===== src/rtl/map_tile_reader.sv =====
`timescale 1ns/1ps
`default_nettype none
// ============================================================================
// Module      : map_tile_reader
// Description : Turns VGA pixel timing into tile-map RAM addresses and returns
//               the tile under each pixel, aligned with the delayed timing.
// Revision    : 1.0 - initial release
// ============================================================================
module map_tile_reader #(
    parameter int TILE_SIZE = 16,
    parameter int MAP_W     = 40,
    parameter int MAP_H     = 30,
    parameter int ADDR_W    = 11,
    parameter int TILE_W    = 2
) (
    input  logic              clk,
    input  logic              rst_n,
    input  logic [10:0]       vga_hcount_i,
    input  logic [10:0]       vga_vcount_i,
    input  logic              vga_hblnk_i,
    input  logic              vga_vblnk_i,
    input  logic              vga_hsync_i,
    input  logic              vga_vsync_i,
    output logic [ADDR_W-1:0] map_addr_o,
    input  logic [TILE_W-1:0] map_data_i,
    output logic [TILE_W-1:0] act_tile_o,
    output logic [10:0]       vga_hcount_o,
    output logic [10:0]       vga_vcount_o,
    output logic              vga_hblnk_o,
    output logic              vga_vblnk_o,
    output logic              vga_hsync_o,
    output logic              vga_vsync_o
);

    localparam int c_ACT_W = MAP_W * TILE_SIZE;
    localparam int c_ACT_H = MAP_H * TILE_SIZE;
    localparam int c_PX_W  = (TILE_SIZE > 1) ? $clog2(TILE_SIZE) : 1;
    localparam int c_COL_W = (MAP_W > 1) ? $clog2(MAP_W) : 1;
    localparam int c_ROW_W = (MAP_H > 1) ? $clog2(MAP_H) : 1;
    localparam int c_TIM_W = 26;

    localparam logic [c_PX_W-1:0]  c_PX_LAST  = c_PX_W'(TILE_SIZE - 1);
    localparam logic [c_COL_W-1:0] c_COL_LAST = c_COL_W'(MAP_W - 1);
    localparam logic [c_ROW_W-1:0] c_ROW_LAST = c_ROW_W'(MAP_H - 1);
    localparam logic [TILE_W-1:0]  c_EMPTY    = '0;

    logic [c_PX_W-1:0]  px_x_q, px_x_d, px_y_q, px_y_d;
    logic [c_COL_W-1:0] col_q, col_d;
    logic [c_ROW_W-1:0] row_q, row_d;
    logic [ADDR_W-1:0]  row_base_q, row_base_d;
    logic [ADDR_W-1:0]  map_addr_q, map_addr_d;
    logic               act1_q, act1_d;
    logic [TILE_W-1:0]  tile_q, tile_d;
    logic [c_TIM_W-1:0] tim1_q, tim2_q, w_tim;

    logic w_line_start, w_line_end, w_h_act, w_v_act;

    assign w_line_start = (vga_hcount_i == 11'd0);
    assign w_line_end   = (vga_hcount_i == 11'(c_ACT_W));
    assign w_h_act      = (vga_hcount_i < 11'(c_ACT_W));
    assign w_v_act      = (vga_vcount_i < 11'(c_ACT_H));
    assign w_tim        = {vga_hcount_i, vga_vcount_i, vga_hblnk_i, vga_vblnk_i,
                           vga_hsync_i, vga_vsync_i};

    always_comb begin
        px_x_d     = px_x_q;
        col_d      = col_q;
        px_y_d     = px_y_q;
        row_d      = row_q;
        row_base_d = row_base_q;

        if (w_line_start) begin
            px_x_d = '0;
            col_d  = '0;
        end else if (w_h_act) begin
            if (px_x_q == c_PX_LAST) begin
                px_x_d = '0;
                if (col_q != c_COL_LAST)
                    col_d = col_q + c_COL_W'(1);
            end else begin
                px_x_d = px_x_q + c_PX_W'(1);
            end
        end

        // Frame restart wins over the line advance; the last row holds through vertical blank.
        if (w_line_start && vga_vcount_i == 11'd0) begin
            px_y_d     = '0;
            row_d      = '0;
            row_base_d = '0;
        end else if (w_line_end && w_v_act) begin
            if (px_y_q == c_PX_LAST) begin
                px_y_d = '0;
                if (row_q != c_ROW_LAST) begin
                    row_d      = row_q + c_ROW_W'(1);
                    row_base_d = row_base_q + ADDR_W'(MAP_W);
                end
            end else begin
                px_y_d = px_y_q + c_PX_W'(1);
            end
        end

        map_addr_d = row_base_d + ADDR_W'(col_d);
        act1_d     = w_h_act && w_v_act;
        tile_d     = act1_q ? map_data_i : c_EMPTY;
    end

    always_ff @(posedge clk or negedge rst_n) begin
        if (!rst_n) begin
            px_x_q     <= '0;
            col_q      <= '0;
            px_y_q     <= '0;
            row_q      <= '0;
            row_base_q <= '0;
            map_addr_q <= '0;
            act1_q     <= 1'b0;
            tile_q     <= c_EMPTY;
            tim1_q     <= '0;
            tim2_q     <= '0;
        end else begin
            px_x_q     <= px_x_d;
            col_q      <= col_d;
            px_y_q     <= px_y_d;
            row_q      <= row_d;
            row_base_q <= row_base_d;
            map_addr_q <= map_addr_d;
            act1_q     <= act1_d;
            tile_q     <= tile_d;
            tim1_q     <= w_tim;
            tim2_q     <= tim1_q;
        end
    end

    assign map_addr_o = map_addr_q;
    assign act_tile_o = tile_q;
    assign {vga_hcount_o, vga_vcount_o, vga_hblnk_o, vga_vblnk_o,
            vga_hsync_o, vga_vsync_o} = tim2_q;

endmodule
`default_nettype wire


===== config.mk =====
export PLATFORM = sky130hd
export DESIGN_NAME = map_tile_reader
export DESIGN_NICKNAME = d
export VERILOG_FILES = /design/src/rtl/map_tile_reader.sv
export SDC_FILE = /design/constraint.sdc
export NUM_CORES = 1
export LEC_CHECK = 0
export CORE_ASPECT_RATIO = 1.2
export CORE_MARGIN = 2
export CORE_UTILIZATION = 40
export CTS_CLUSTER_SIZE = 8
export DETAILED_ROUTE_END_ITERATION = 7
export GPL_ROUTABILITY_DRIVEN = 0
export MAX_ROUTING_LAYER = met4
export PLACE_DENSITY = 0.76
export SLEW_MARGIN = 20
export SYNTH_ARGS = -nofsm -noshare
export SYNTH_HDL_FRONTEND = slang
export SYNTH_SLANG_ARGS = --single-unit

===== constraint.sdc =====
create_clock -name clk -period 3.5 [get_ports clk]
set_clock_uncertainty 0.1 [all_clocks]
set_input_delay 0.7 -clock clk [delete_from_list [all_inputs] [get_ports clk]]
set_output_delay 0.7 -clock clk [all_outputs]
set_load 0.005 [all_outputs]

==> results.ini <==
[status]
status = finished, final reports clean

[floorplanning]
dieArea_sq_mm = 0.00959
io_pins = 69
core_region_area_sq_mm = 0.00856
initial_core_util_pct = 41.2
die_h_um = 107
die_w_um = 89.7
row_count = 37

[cts]
clock_sinks = 96
clk_pin_slew_ps = 90
tritoncts = yes
cts-htree-levels = 3
cts_made_buffers = 9
postCtsHoldBufs = 0
worstSkewPairLatency_ps = 350
clock_path_buffers = 2
cts_root_buf = clkbuf_8

[critical_path]
end_kind = flop
crit_type = in2reg
worstSetupStartpoint = vga_hcount_i[9]
r2r_slack_ps = 370
worst_setup_path_start_kind = input port
worst_ep_required_time_ps = 3680
rr_startpoint = px_x_q[0]
worst-path-max-fanout = 4
max_stage_delay_ps = 550
worstPathArrival_ps = 3540
cp_slowest_cell = clkdlybuf4s50_1
cp_cell_sequence = clkdlybuf4s50_1 > buf_4 > nand4bb_1 > or4_4 > or3_1 > a21oi_2 > ha_1 > buf_4 > a21oi_2 > nand3b_1 > xnor2_1

[placed_design]
port-buffer-count = 68
placedInstanceArea_sq_mm = 0.00468
dp.cells = 490
dpl.hpwl_um = 5010

[layout]
final_cell_mix = 96 x dfrtp_1, 64 x clkdlybuf4s50_1, 52 x buf_4
layoutNonFillerInstCount = 511
fill_cells = 691
design_area_sq_mm = 0.00504
layout-drive-gt1-share_pct = 23.6
fin_util_pct = 58.8
mostFrequentLayoutCell = dfrtp_1
fin_nets = 433
areaGrowthSynthToFinish_pct = 42.9
antennaDiodeCount = 0

[routing]
drtIter0Drc = 55
finalWirelength_um = 6930
ant_nets = 0
wl_per_cell_um = 13.6
vias_per_cell = 4.80
via_count = 2455
dr.pass1.iters = 4
drc_errors = 0

[yosys]
synthFlopType = dfrtp_1
netlist_area_sq_mm = 0.00353
syn-num-nets = 306
synth_cell_types = 42
postSynthCellCount = 263
ys_seq_area_share_pct = 68.1
synth-seq-cells = 96
synth_edf_count = 0
ys_warn_count = 0
async_flop_share_pct = 100
synth_area_per_cell_sq_um = 13.4

[global_route]
grt_max_degree = 46
antenna_found_initial = 0
overflow = 0
grt_util_all_layers_pct = 15.8
grt_pass1_wl_um = 11600
first_global_vias = 2532

[timing]
hold-worst-slack_ps = 222
hold_viol = 0
setup_viol = 0
final.period_utilization_pct = 96.0
slew_violations = 0
worstMarginPinSlew_ps = 537
period_needed_ps = 3360
max_slew_margin_pct = 64.2
fmax_mhz = 298

[power_and_ir_drop]
power.leakage_nw = 2.35
power_mw = 2.21
ir_drop_mv = 0.214
p_per_area_mw_per_mm2 = 439

[flow_run]
maxCapViolations = 0

[worst_hold_path]
min-delay-path-class = in2async

[routing by layer]
metal / up-vias / GRT usage, % / routed length [um]
met1: 1210 / 19.1 / 3030
met2: 60 / 26.2 / 3540
met3: 9 / 2.74 / 221
li1: 1176 / - / -
met5: - / - / 0
met4: 0 / 7.47 / 134
[critical path, delay by kind of cell]
| family | cells | cell delay [ps] |
|---|---|---|
| simple gates | 4 | 1230 |
| buf+inv | 3 | 870 |
| compound gates | 2 | 330 |
| fa+ha+maj | 1 | 270 |
| xor+xnor | 1 | 120 |
[power breakdown]
part	switching, mW	leakage [nW]	total, mW	internal [mW]
clock network	0.377	0.106	0.780	0.403
registers	0.0390	1.20	1.21	1.17
logic	0.0896	1.05	0.216	0.127
[stage by stage]
stage	worst slack (ps)	setup TNS, ps
2_1_floorplan	7.68	0
3_3_place_gp	-438	-2100
3_5_place_dp	-518	-2490
6_report	141	0
4_1_cts	16.3	0
5_1_grt	-51.8	-83.9
[kinds of logic (layout without fill, tap and decap cells)]
group	Yosys count	count (layout)	synth area share, %
fa+ha+maj	13	13	4.82
simple gates	81	81	12.9
flops	96	96	68.1
compound gates	45	45	8.16
xor+xnor	20	20	4.97
mux	1	1	0.284
buf+inv	7	138	0.780
[final cells by class]
| type | instances | area [sq um] | area share [%] |
|---|---|---|---|
| Inverter | 4 | 15.0 | 0.298 |
| Clock inverter | 6 | 93.8 | 1.86 |
| Clock buffer | 9 | 124 | 2.46 |
| Sequential cell | 96 | 2400 | 47.7 |
| Tap cell | 117 | 146 | 2.91 |
| Multi-Input combinational cell | 160 | 1190 | 23.6 |
| Timing Repair Buffer | 119 | 1070 | 21.2 |
[Yosys cell counts (3+ instances only)]
| cell type | number | area, sq um |
|---|---|---|
| dfrtp_1 | 96 | 2400 |
| nor2_1 | 20 | 75.1 |
| xor2_1 | 13 | 114 |
| a21oi_1 | 12 | 60.1 |
| ha_1 | 12 | 150 |
| nand2_1 | 12 | 45.0 |
| o21ai_0 | 11 | 55.1 |
| nand4_1 | 10 | 62.6 |
| a21o_1 | 8 | 60.1 |
| xnor2_1 | 7 | 61.3 |
| nand3_1 | 5 | 25.0 |
| nor3_1 | 5 | 25.0 |
| inv_1 | 4 | 15.0 |
| nor2b_1 | 4 | 25.0 |
| a22o_1 | 3 | 26.3 |
| and2_1 | 3 | 18.8 |
| and3_1 | 3 | 18.8 |
| nor4_1 | 3 | 18.8 |
| o21bai_1 | 3 | 22.5 |
| or3_1 | 3 | 18.8 |
[final timing paths]
check,end,cells past startpoint
min reg2reg,tim2_q[20],0
min in group clk,tim2_q[20],0
min,tim2_q[1],1
max in group asynchronous,col_q[2],2
max,map_addr_o[9],11
max reg2reg,map_addr_o[10],14
[registers in the layout (all words and copies together) (netlist names)]
register,flops
tim1_q,26
tim2_q,26
map_addr_o,11
row_base_q,11
col_q,6
row_q,5
px_x_q,4
px_y_q,4
act_tile_o,2
act1_q,1
[repair_timing]
| action | in CTS | in global routing |
|---|---|---|
| setup buffers | 0 | 6 |
| endpoints found under the setup margin | 4 | 6 |
| gates resized for setup | 5 | 19 |
| hold endpoints to repair | 0 | 0 |
| pin swaps | 1 | 21 |
| gates cloned | 0 | 0 |
(Power assumes the default switching activity.)
